`src/rtl/cmos_pkg.sv`:
```
// Shared definitions for the CMOS serial deserializer: FSM state encoding
// and the default payload width.
package cmos_pkg;

  typedef enum logic [1:0] {
    IDLE = 2'd0,
    DATA = 2'd1,
    STOP = 2'd2
  } state_t;

  localparam int DEFAULT_DATA_W = 8;

endpackage

```
`src/rtl/cmos_sync.sv`:
```
// Multi-flop synchronizer for the asynchronous serial line; resets to 1 so
// the line reads as idle until real data has propagated through.
module cmos_sync #(
  parameter int SYNC_STAGES = 2
) (
  input  logic clk,
  input  logic rst_n,
  input  logic d,
  output logic q
);

  logic [SYNC_STAGES-1:0] sync_q;
  logic [SYNC_STAGES-1:0] sync_d;

  always_comb begin
    sync_d = {sync_q[SYNC_STAGES-2:0], d};
  end

  always_ff @(posedge clk or negedge rst_n) begin
    if (!rst_n) begin
      sync_q <= '1;
    end else begin
      sync_q <= sync_d;
    end
  end

  assign q = sync_q[SYNC_STAGES-1];

endmodule

```
`src/rtl/cmos_deser.sv`:
```
// Strobe-driven serial-to-parallel receiver: start bit, DATA_W payload bits
// LSB first, one stop bit, with a single-entry valid/ready output register.
module cmos_deser
  import cmos_pkg::*;
#(
  parameter int DATA_W      = DEFAULT_DATA_W,
  parameter int SYNC_STAGES = 2
) (
  input  logic              clk,
  input  logic              rst_n,
  input  logic              din,
  input  logic              sample_en,
  output logic [DATA_W-1:0] dout,
  output logic              dout_valid,
  input  logic              dout_ready,
  output logic              frame_err,
  output logic              overrun
);

  localparam int CNT_W = (DATA_W > 1) ? $clog2(DATA_W) : 1;
  localparam logic [CNT_W-1:0] CNT_LAST = CNT_W'(DATA_W - 1);

  logic              din_s;
  logic              complete;

  state_t            state_q, state_d;
  logic [CNT_W-1:0]  cnt_q, cnt_d;
  logic [DATA_W-1:0] shift_q, shift_d;
  logic [DATA_W-1:0] dout_q, dout_d;
  logic              dout_valid_q, dout_valid_d;
  logic              frame_err_q, frame_err_d;
  logic              overrun_q, overrun_d;

  cmos_sync #(
    .SYNC_STAGES(SYNC_STAGES)
  ) u_sync (
    .clk  (clk),
    .rst_n(rst_n),
    .d    (din),
    .q    (din_s)
  );

  always_comb begin
    state_d      = state_q;
    cnt_d        = cnt_q;
    shift_d      = shift_q;
    dout_d       = dout_q;
    dout_valid_d = dout_valid_q;
    frame_err_d  = 1'b0;
    overrun_d    = overrun_q;
    complete     = 1'b0;

    if (dout_valid_q && dout_ready) begin
      dout_valid_d = 1'b0;
    end

    if (sample_en) begin
      case (state_q)
        IDLE: begin
          if (!din_s) begin
            state_d = DATA;
            cnt_d   = '0;
          end
        end
        DATA: begin
          shift_d = {din_s, shift_q[DATA_W-1:1]};
          if (cnt_q == CNT_LAST) begin
            state_d = STOP;
          end else begin
            cnt_d = cnt_q + CNT_W'(1);
          end
        end
        STOP: begin
          state_d = IDLE;
          if (din_s) begin
            complete = 1'b1;
          end else begin
            frame_err_d = 1'b1;
          end
        end
        default: begin
          state_d = IDLE;
        end
      endcase
    end

    // A frame may land only if the slot is empty or being drained this cycle.
    if (complete) begin
      if (!dout_valid_q || dout_ready) begin
        dout_d       = shift_q;
        dout_valid_d = 1'b1;
      end else begin
        overrun_d = 1'b1;
      end
    end
  end

  always_ff @(posedge clk or negedge rst_n) begin
    if (!rst_n) begin
      state_q      <= IDLE;
      cnt_q        <= '0;
      shift_q      <= '0;
      dout_q       <= '0;
      dout_valid_q <= 1'b0;
      frame_err_q  <= 1'b0;
      overrun_q    <= 1'b0;
    end else begin
      state_q      <= state_d;
      cnt_q        <= cnt_d;
      shift_q      <= shift_d;
      dout_q       <= dout_d;
      dout_valid_q <= dout_valid_d;
      frame_err_q  <= frame_err_d;
      overrun_q    <= overrun_d;
    end
  end

  assign dout       = dout_q;
  assign dout_valid = dout_valid_q;
  assign frame_err  = frame_err_q;
  assign overrun    = overrun_q;

endmodule

```
`config.mk`:
```
export PLATFORM = sky130hd
export DESIGN_NAME = cmos_deser
export DESIGN_NICKNAME = d
export VERILOG_FILES = /design/src/rtl/cmos_pkg.sv /design/src/rtl/cmos_sync.sv /design/src/rtl/cmos_deser.sv
export SDC_FILE = /design/constraint.sdc
export NUM_CORES = 1
export LEC_CHECK = 0
export BUFFER_PORTS_ARGS = -buffer_cell sky130_fd_sc_hd__buf_2
export CAP_MARGIN = 20
export CORE_ASPECT_RATIO = 1.2
export CORE_MARGIN = 8
export CORE_UTILIZATION = 48
export DETAILED_ROUTE_END_ITERATION = 8
export PLACE_DENSITY = 0.7
export SYNTH_ARGS = -nofsm -noshare
export SYNTH_HDL_FRONTEND = slang
export SYNTH_SLANG_ARGS = --single-unit
```
`constraint.sdc`:
```
create_clock -name clk -period 1.4 [get_ports clk]
set_input_delay 0.28 -clock clk [delete_from_list [all_inputs] [get_ports clk]]
set_output_delay 0.28 -clock clk [all_outputs]
set_load 0.02 [all_outputs]
```
* Word level (Yosys, flattened, before mapping)
Cells that the tools add are included.
** Operators by class
- Magnitude comparators :: 0
- Bitwise gates (word level) :: 1
- Shift-type cells :: 0
- Divide/modulo/power cells :: 0
- Add/subtract/negate cells :: 1
- Reductions and logical operators :: 10
- Equality and inequality tests :: 6
- Mux-type cells :: 15
- Multiply operators :: 0
** Operators by type and width (count)
- 2-to-1 mux 1 bit :: 9
- 2-to-1 mux 3 bit :: 2
- != test 2 bit, second input constant :: 3
- case mux 3 bit (2 select lines) :: 1
- AND reduction 2 bit :: 3
- 2-to-1 mux 2 bit :: 2
- case mux 2 bit (2 select lines) :: 1
- AND reduction 4 bit :: 1
- adder 3 x 1 -> 3 bit, second input constant :: 1
- == test 3 bit, second input constant :: 1
- AND reduction 3 bit :: 1
- == test 2 x 1 -> 1 bit, second input constant :: 1
- == test 2 bit, second input constant :: 1
- logical NOT 2 bit :: 1
- nonzero test 2 bit :: 1
- logical AND 1 bit :: 1
- logical NOT 1 bit :: 1
- logical OR 1 bit :: 1
- NOT 1 bit :: 1
** Storage, ports and cells
- ROM bits :: 0
- Register bits :: 26
- Output and inout bits :: 11
- Memories kept :: 0
- Memory bits (writable) :: 0
- Input port bits :: 5
- Bits in latches :: 0

* Logic depth before layout (Yosys ltp)
Gate-level depths: netlist of run 1.
- Word-level depth :: 4
- Gate-level depth with buffers :: 5
- Mapped depth without buffers :: 5

* Modules after synthesis
A second synthesis of run 1 with hierarchy kept.
** Second synthesis, totals
- Cells, all modules :: 71
- Area, all modules :: 1061.0 sq um
** Modules (own cells, without submodules)
- cmos_deser :: area an instance 1008.5 sq um, times used 1, cells an instance 69
- cmos_sync :: area an instance 52.6 sq um, times used 1, cells an instance 2

* Least setup slack after synthesis of run 1
No wires, ideal clock.
- Kind :: register to register
- From :: reg cnt_q[0]
- To :: reg cnt_q[0]
- Arrival time :: 1289 ps
- Setup time :: 125 ps
- Required time :: 1275 ps
- Buffers on the path :: 0
- Cell stages (with the launch flop) :: 6
- Slack :: -14 ps
- Period minus slack after synthesis :: 1414 ps
- Cells stage by stage :: dfrtp_1 > ha_1 > ha_1 > nand2_1 > nand4b_1 > mux2_2
** Between the ends
- Word-level cells in the longest chain between the ends :: 3
- Elaborated cells on any way between the ends :: 6
** Ends and longest elaborated chain
- start: declaration :: RTL line cmos_deser.sv:27 : logic [CNT_W-1:0] cnt_q, cnt_d;
- start signal: assignment :: RTL line cmos_deser.sv:109 : cnt_q <= cnt_d;
- adder 3 x 1 -> 3 bit or == test 3 bit (tied branches) :: RTL line cmos_deser.sv:70, cmos_deser.sv:67
- 2-to-1 mux 3 bit or != test 2 bit (tied branches)
- case mux 3 bit (2 select lines) or AND reduction 4 bit (tied branches)
Parallel ways exist; a longest one is shown, timed or not. The select of a mux whose other input is x is not followed.
A chain may end at the register's enable or synchronous reset.

* Worst setup path in the final report of run 1
- From :: reg u_sync.sync_q[1]
- To :: reg dout_q[5] (netlist: dout[5])
** Between the ends
- Word-level cells in the longest chain between the ends :: 4
** Ends and longest elaborated chain
- start: declaration :: RTL line cmos_sync.sv:12 : logic [SYNC_STAGES-1:0] sync_q;
- start signal: assignment :: RTL line cmos_sync.sv:23 : sync_q <= sync_d;
- 2-to-1 mux 1 bit :: RTL line cmos_deser.sv:75 : if (din_s) begin
- 2-to-1 mux 1 bit :: RTL line cmos_deser.sv:58 : case (state_q)
- 2-to-1 mux 1 bit :: RTL line cmos_deser.sv:57 : if (sample_en) begin
- AND reduction 2 bit (no source line)
- end signal: assignment :: RTL line cmos_deser.sv:111 : dout_q <= dout_d;
- end: declaration :: RTL line cmos_deser.sv:29 : logic [DATA_W-1:0] dout_q, dout_d;
No other way between the ends.

==> flow_summary.ini, run 1 <==
[grt]
grt_pass1_wl_mm = 2.82
grt_max_degree = 27
grt_pass1_vias = 644
track_usage_pct = 9.17
antenna_found_initial = 0
grt_overflow = 0

[synth]
netlist_area_um2 = 1060
syn_nets = 80
synth_cell_type_count = 23
ys_warn_count = 0
ys_ff_latch = 26
ys_seq_area_share_pct = 61.7
postSynthAreaPerCell_um2 = 14.5
synth_cells = 73

[floorplan]
fp.dieW_um = 58.9
pin_count = 16
num_rows = 18
initial_core_util_pct = 51.1
coreArea_um2 = 2070
die_h_um = 67.4
die-area_um2 = 3970

[clock_tree]
clock_path_buffers = 2
tritoncts = done
cts_sinks = 26
clock_latency_ps = 310
cts_buffers = 3
cts_root_buf = clkbuf_4
htree_num_levels = 1
clk_pin_slew_ps = 140

[power]
p_comb_share_pct = 31.5
p_switching_uw = 694
p_int_uw = 1700
power_frac_seq_pct = 47.9
ir_worst_vdd_mv = 1.32
switching_share_pct = 28.9
clkPwrFrac_pct = 20.6
leakagePower_uw = 0.000674
powerDensity_nw_per_um2 = 1820

[placement]
pre_cts_ws_ps = -2.63
hpwlAfterDp_mm = 1.27
gp_congestion = 0.719
port_buffers = 15

[setup_path]
critPathMaxFanout = 8
required_ps = 1610
timing.rr.start = u_sync.sync_q[1]
critPathLaunchType = flip-flop
cp-startpoint = u_sync.sync_q[1]
endpoint_kind = flip-flop
critPathArrivalTime_ps = 1610
setup.worst_path.class = reg -> reg

[timing]
finalCriticalPeriod_ps = 1390
tightest_slew_ps = 566
rsz0062_at_grt = true
timing.hold.ws_ps = 57.1
final_max_slew_viol_count = 0
finalCritPeriodShare_pct = 99.5
fmax_mhz = 718
finalSetupViolCount = 0
relSlewSlack_pct = 62.3
hold_viol = 0
skew_ps = 6.90
setup_slack_ps = 6.71

[route]
dr.pass1.iters = 3
avgViaCountPerCell = 4.84
drt_iter0_markers = 10
drc_errors = 0
wl_per_cell_um = 14.2
vias = 619
ant_nets = 0
wirelength_mm = 1.82

[run]
drv_cap = 0

[layout]
diodes = 0
finalNetCount = 106
drive_gt1_share_pct = 52.0
syn_to_final_growth_pct = 24.7

[outcome]
status = complete, no violations

[hold_path]
hold_path.class = in -> reg
hp-start = din
==> layout by cell type (no fill, tap or decap), types with 2 or more instances in the layout <==
cell type | Yosys | routed
mux2_4 | 0 | 6
nand2b_1 | 2 | 2
buf_2 | 1 | 15
mux2_2 | 17 | 11
inv_1 | 4 | 4
dfstp_2 | 2 | 2
dfrtp_1 | 24 | 24
buf_4 | 1 | 7
nand2_1 | 4 | 4
mux2i_1 | 3 | 3
clkbuf_4 | 0 | 3
==> critical path, cell delays in order, from the launching register on <==
cell	delay, ps
dfstp_2	570
nand4b_4	100
nor2b_2	130
buf_6	160
mux2_2	340
==> worst paths after layout <==
check                              endpoint  slack (ps)  cells after the start
min reg2reg                u_sync.sync_q[1]         370                      0
min                        u_sync.sync_q[0]          60                      1
max reg2reg                         dout[5]           7                      4
max in group asynchronous  u_sync.sync_q[1]         530                      2
min in group asynchronous        shift_q[6]         490                      2
max                                 dout[5]           7                      4
==> synth_stat cells <==
cell type / count / area share [%]
dfstp_2: 2 / 5.0
a21oi_1: 1 / 0.47
nand4b_1: 1 / 0.83
nand2_1: 4 / 1.4
o22ai_1: 1 / 0.59
o21bai_1: 1 / 0.71
buf_2: 1 / 0.47
nand4b_4: 1 / 2.2
mux2i_1: 3 / 2.8
nor2b_1: 1 / 0.59
inv_1: 4 / 1.4
nor3b_1: 1 / 0.71
dfrtp_1: 24 / 57
nor3_1: 1 / 0.47
buf_4: 1 / 0.71
nor4bb_1: 1 / 0.95
nand3_1: 1 / 0.47
ha_1: 2 / 2.4
nand2_2: 1 / 0.59
nand2b_1: 2 / 1.2
clkbuf_2: 1 / 0.47
mux2_2: 17 / 18
and2b_1: 1 / 0.71
==> state kept, by name (all words and copies together) (netlist names) <==
signal,cells
dout,8
shift_q,8
cnt_q,3
state_q,2
u_sync.sync_q,2
dout_valid,1
frame_err,1
overrun,1
==> per-layer routing <==
metal / share of wire [%] / GRT usage [%] / routed length [µm] / up-vias
met2: 48 / 15.8 / 878 / 13
li1: - / - / - / 301
met5: 0 / 0 / 0 / -
met4: 0 / 2.69 / 0 / 0
met3: 5.8 / 2.66 / 106 / 0
met1: 46 / 10.8 / 835 / 305
==> power groups by stage <==
stage	registers, µW	clock network, µW	logic [µW]
after floorplan	1180	0	477
after global placement	1150	0	696
after detailed placement	1160	0	715
after CTS	1140	514	757
after global routing	1180	538	834
final	1150	493	755
==> cell families (layout without fill, tap and decap cells) <==
family	count (synthesis)	after routing	share of synthesized area [%]
flip-flops	26	26	61.7
buffers and inverters	7	32	3.07
AO/OA/AOI/OAI	3	3	1.77
adder cells (fa/ha/maj)	2	2	2.36
multiplexers	20	20	20.9
AND/OR/NAND/NOR	15	15	10.2
==> layout make-up <==
cell class              instances  area [µm²]
fillers                       175         752
flip-flops and latches         26         653
multi-input cells              40         413
repair buffers                 24         149
well taps                      30        37.5
clock inverters                 1        30.0
clock buffers                   3        22.5
inverters                       4        15.0
==> through the flow <==
step                std cells  TNS (ps)  total power (µW)  area (µm²)  utilization (%)
floorplan                  73     -3.91              1660        1080                -
global placement          122         0              1850        1220             59.1
detailed placement        122     -2.63              1880        1220             59.1
CTS                       128     -32.9              2410        1300             62.9
global route              128      -139              2550        1320             63.7
finish                    128         0              2400        1320             63.7
==> timing repair <==
item	CTS	global route
gates cloned	0	0
hold buffers	1	0
buffers inserted	1	0
resized for setup	2	5
pin swaps	1	2
endpoints found under the setup margin	3	10
hold endpoints to repair	24	0
No activity file was read; power rests on OpenSTA's default activity.
==> run 2, diff against run 1 <==
--- a/config.mk
+++ b/config.mk
@@ -11,6 +11,7 @@
 export CORE_MARGIN = 8
 export CORE_UTILIZATION = 48
 export DETAILED_ROUTE_END_ITERATION = 8
+export GPL_ROUTABILITY_DRIVEN = 0
 export PLACE_DENSITY = 0.7
 export SYNTH_ARGS = -nofsm -noshare
 export SYNTH_HDL_FRONTEND = slang
==> constraint.sdc (replaced) <==
create_clock -name clk -period 1.4 [get_ports clk]
set_input_delay 0 -clock clk [delete_from_list [all_inputs] [get_ports clk]]
set_output_delay 0 -clock clk [all_outputs]
set_load 0.02 [all_outputs]
==> run 2 against run 1 <==
Net effect: flip-flop and latch count did not move; count of clock-buffer cells in the layout rose by 1; final area rose by 3.4%; first-iteration DRC count rose by 70%; largest power group unchanged; setup slack improved by 0.88 ps; worst hold slack lost 30 ps; fmax about the same; via count grew 5.8%; critical path type unchanged; total power fell by 2.7%; die area unchanged; critical path depth rose by 1; combinational power rose by 9.3%.
==> flow_summary.ini, run 2 (synthesis gave the netlist of run 1 again) <==
[power]
power.total_uw = 2330
p_comb_share_pct = 35.3
p_switching_uw = 713
power_frac_seq_pct = 48.8
powerDensity_nw_per_um2 = 1710
p_int_uw = 1620
ir_worst_vdd_mv = 1.10
leakagePower_uw = 0.000693
clkPwrFrac_pct = 15.9
switching_share_pct = 30.6

[setup_path]
critPathMaxFanout = 3
critPathArrivalTime_ps = 1610
critPathBufInv = 0
required_ps = 1610
critPathSlowestCell = dfrtp_1
setup.worst_path.class = reg -> reg
crit_chain = ha_2 -> ha_4 -> nand2_2 -> nand4b_1 -> mux2_4
critPathLaunchType = flip-flop
cp.depth = 5
reg2regPathDepth = 5
worst_path_largest_cell_delay_ps = 410
cp_top_family = flip-flops
endpoint_kind = flip-flop

[route]
wirelength_mm = 1.81
wl_per_cell_um = 13.6
dr.pass1.iters = 3
drt_iter0_markers = 17
drc_errors = 0
ant_nets = 0
avgViaCountPerCell = 4.92
vias = 655

[floorplan]
num_rows = 18
die-area_um2 = 3970
pin_count = 16
fp.dieW_um = 58.9
die_h_um = 67.4
initial_core_util_pct = 51.1
coreArea_um2 = 2070

[timing]
skew_ps = 0.994
setup_slack_ps = 7.59
fmax_mhz = 718
finalSetupViolCount = 0
final_max_slew_viol_count = 0
hold_viol = 0
finalCriticalPeriod_ps = 1390
finalCritPeriodShare_pct = 99.5
relSlewSlack_pct = 62.9
tightest_slew_ps = 557
rsz0062_at_grt = true

[grt]
grt_pass1_vias = 697
grt_pass1_wl_mm = 3.11
grt_max_degree = 27
antenna_found_initial = 0
track_usage_pct = 9.97
grt_overflow = 0

[clock_tree]
htree_num_levels = 1
clk_pin_slew_ps = 130
tritoncts = done
clock_latency_ps = 310
cts_buffers = 3
cts_sinks = 26
clock_path_buffers = 2
cts_root_buf = clkbuf_4

[layout]
drive_gt1_share_pct = 51.5
final_util_pct = 65.9
layout_common_cells = 24 x dfrtp_1, 15 x buf_2, 9 x mux2_4
finalNetCount = 111
diodes = 0
fill_cells = 165
regArea_um2 = 653
multi_input_area_um2 = 427
final_common_cell = dfrtp_1
syn_to_final_growth_pct = 29.0

[run]
drv_cap = 0

[hold_path]
hold_depth = 3
hold_path.class = in -> reg

[placement]
hpwlAfterDp_mm = 1.24
port_buffers = 15
pre_cts_ws_ps = -0.416

[outcome]
status = complete, no violations
==> run 2: per-layer routing <==
| metal | vias up | GRT usage, % | part of all wire [%] | wire, µm |
|---|---|---|---|---|
| met3 | 0 | 4.18 | 8.2 | 148 |
| met1 | 331 | 11.2 | 44 | 802 |
| met5 | - | 0 | 0 | 0 |
| met2 | 13 | 16.1 | 48 | 862 |
| met4 | 0 | 4.79 | 0 | 0 |
| li1 | 311 | - | - | - |
==> run 2: repair_timing <==
action	in CTS	in global routing
endpoints found under the hold margin	29	1
resized for setup	0	11
buffers inserted	2	1
pin swaps	0	3
setup endpoints to repair	9	17
cloned	0	0
hold buffers	4	1
==> run 2: worst paths after layout <==
check	from	end	slack [ps]
min in group asynchronous	rst_n	frame_err	190
worst max-delay path	cnt_q[0]	cnt_q[0]	8
worst min register to register	u_sync.sync_q[0]	u_sync.sync_q[1]	370
worst min-delay path	sample_en	state_q[1]	30
max in group asynchronous	rst_n	u_sync.sync_q[1]	840
worst max register to register	cnt_q[0]	cnt_q[0]	8
==> run 2: metrics by stage <==
stage,setup TNS (ps),instances,hold WS [ps],instance area (µm²)
5_1_grt,-382,133,15.3,1370
4_1_cts,-148,131,2.60,1310
2_1_floorplan,-3.91,73,-296,1080
6_report,0,133,27.1,1370
3_3_place_gp,0,121,22.2,1220
3_5_place_dp,-0.416,121,24.7,1220
==> run 2: cell type report <==
class	instances	area share, %
flip-flops and latches	26	47.8
repair buffers	29	14.4
clock buffers	4	2.66
well taps	30	2.75
inverters	4	1.10
multi-input cells	40	31.3
==> run 2: tightest hold or removal path: cells and delay by family <==
family	cells	cell delay (ps)
AND/OR/NAND/NOR	1	90
multiplexers	1	60
buffers and inverters	1	150
==> run 2: power groups by stage <==
| stage | combinational, µW | clock [µW] | sequential (µW) |
|---|---|---|---|
| floorplan | 477 | 0 | 1180 |
| global placement | 701 | 0 | 1140 |
| detailed placement | 727 | 0 | 1150 |
| CTS | 788 | 384 | 1130 |
| global route | 918 | 417 | 1180 |
| finish | 825 | 371 | 1140 |
==> run 3, diff against run 2 <==
--- a/config.mk
+++ b/config.mk
@@ -15,4 +15,5 @@
 export PLACE_DENSITY = 0.7
 export SYNTH_ARGS = -nofsm -noshare
 export SYNTH_HDL_FRONTEND = slang
+export SYNTH_HIERARCHICAL = 1
 export SYNTH_SLANG_ARGS = --single-unit
==> run 3 against run 2 <==
Net effect: the run now ends with setup timing left; non-clock buffer count shrank 1; routed wire length shrank 9.5%; core utilization grew 0.060 points; global-route usage shrank 1.0 points; area after synthesis grew 0.24%; total power shrank 6.8%.
==> flow_summary.ini, run 3 <==
[grt]
grt_pass1_wl_mm = 2.85
grt_overflow = 0
antenna_found_initial = 0
grt_max_degree = 27
track_usage_pct = 8.96
grt_pass1_vias = 643

[timing]
final_max_slew_viol_count = 0
rsz0062_at_grt = true
fmax_mhz = 709
finalCritPeriodShare_pct = 101
skew_ps = 5.03
tightest_slew_ps = 558
finalCriticalPeriod_ps = 1410
finalSetupViolCount = 6
relSlewSlack_pct = 62.8
setup_slack_ps = -10.6
hold_viol = 0

[synth]
synth.area.top_cells = dfrtp_1 57%, mux2_4 11%, mux2_2 9.6%
ys_warn_count = 6
syn_nets = 78
async_reset_ff_share_pct = 100
synth.top_cell.area_share_pct = 56.6
synth_edf_count = 0
synth_cell_type_count = 21
synth_flop_cell = dfrtp_1
yosysMostFrequentCell = dfrtp_1
netlist_area_um2 = 1060
ys_ff_latch = 26
synth_top_cell_by_area = dfrtp_1
postSynthAreaPerCell_um2 = 14.9
ys_seq_area_share_pct = 61.6
synth_common_cells = 24 x dfrtp_1, 9 x mux2_2, 8 x mux2_4
synth_cells = 71

[layout]
drive_gt1_share_pct = 52.9
layout_common_cells = 24 x dfrtp_1, 15 x buf_2, 9 x mux2_4
syn_to_final_growth_pct = 28.8
final_util_pct = 65.9
final_cell_area_um2 = 1370
final_common_cell = dfrtp_1
finalNetCount = 110
regArea_um2 = 653
fill_cells = 172
diodes = 0
multi_input_area_um2 = 422

[outcome]
violations = setup timing
status = finished with violations

[power]
power.total_uw = 2170
p_int_uw = 1540
power_frac_seq_pct = 50.6
p_comb_share_pct = 32.5
leakagePower_uw = 0.000677
p_switching_uw = 637
clkPwrFrac_pct = 16.9
ir_worst_vdd_mv = 1.03
switching_share_pct = 29.3
powerDensity_nw_per_um2 = 1590

[setup_path]
worst_path_largest_cell_delay_ps = 560
endpoint_kind = flip-flop
crit_chain = nand4b_1 -> nor2b_2 -> buf_12 -> mux2_4
required_ps = 1610
critPathMaxFanout = 8
critPathBufInv = 1
setup.worst_path.class = reg -> reg
critPathLaunchType = flip-flop
critPathArrivalTime_ps = 1620
cp_top_family = flip-flops
critPathSlowestCell = dfstp_2

[route]
dr.pass1.iters = 4
wl_per_cell_um = 12.4
vias = 625
ant_nets = 0
drc_errors = 0
drt_iter0_markers = 18
avgViaCountPerCell = 4.73
wirelength_mm = 1.64

[clock_tree]
clock_path_buffers = 2
tritoncts = done
cts_sinks = 26
clock_latency_ps = 310
cts_buffers = 3
htree_num_levels = 1
clk_pin_slew_ps = 140
cts_root_buf = clkbuf_4

[floorplan]
fp.dieW_um = 58.9
pin_count = 16
initial_core_util_pct = 51.2
die-area_um2 = 3980
coreArea_um2 = 2070
num_rows = 18
die_h_um = 67.5

[hold_path]
hold_path.class = in -> async

[placement]
hpwlAfterDp_mm = 1.12
port_buffers = 15
placed_cell_area_um2 = 1230

[run]
drv_cap = 0
-- run 3: power by group through the flow --
stage	clock, µW	sequential (µW)	combinational [µW]
CTS	380	1100	650
floorplan	0	1140	393
global placement	0	1100	606
finish	367	1100	707
global route	411	1130	790
detailed placement	0	1110	619
-- run 3: what timing repair did --
item / 4_1_cts / 5_1_grt
pin swaps: 2 / 0
setup endpoints to repair: 11 / 11
buffers inserted: 1 / 2
resized for setup: 3 / 5
hold buffers: 4 / 0
hold endpoints to repair: 29 / 0
-- run 3: cell type report --
type	instances	area share, %
Sequential cell	26	47.8
Multi-Input combinational cell	39	30.9
Timing Repair Buffer	28	14.6
Tap cell	30	2.75
Clock buffer	4	2.66
Inverter	5	1.37
-- run 3: metrics by stage --
step / hold WS, ps / TNS, ps / cells / setup slack, ps
detailed placement: 27.5 / -29.9 / 121 / -11.7
global placement: 21.0 / 0 / 121 / 4.75
floorplan: -296 / 0 / 71 / 5.65
finish: 195 / -25.6 / 132 / -10.6
global route: 258 / -484 / 132 / -64.9
CTS: 214 / -160 / 130 / -30.2
-- run 3: kinds of logic after synthesis --
group | after synthesis | share of synthesized area (%)
buffers and inverters | 6 | 2.83
AOI/OAI and AO/OA | 5 | 3.30
adders and majority gates | 2 | 2.36
DFF | 26 | 61.6
muxes | 19 | 22.8
and+or+nand+nor | 13 | 7.20
-- run 3: routing by layer --
metal  track usage (%)  vias to the layer above  wire (µm)
met4              3.59                        0          9
met5                 0                        -          0
met3              2.28                        2         77
met1              11.4                      302        834
li1                  -                      308          -
met2              14.2                       13        717
-- run 3: path summary, 6_finish.rpt --
path / from / endpoint / slack, ps / cells past startpoint
worst max-delay path: u_sync/sync_q[1] / dout[7] / -10 / 4
worst min-delay path: rst_n / dout[1] / 200 / 2
worst max register to register: u_sync/sync_q[1] / dout[7] / -10 / 4
worst min register to register: u_sync/sync_q[0] / u_sync/sync_q[1] / 370 / 0
max in group asynchronous: rst_n / u_sync/sync_q[0] / 830 / 2
min in group clk: din / u_sync/sync_q[0] / 320 / 2
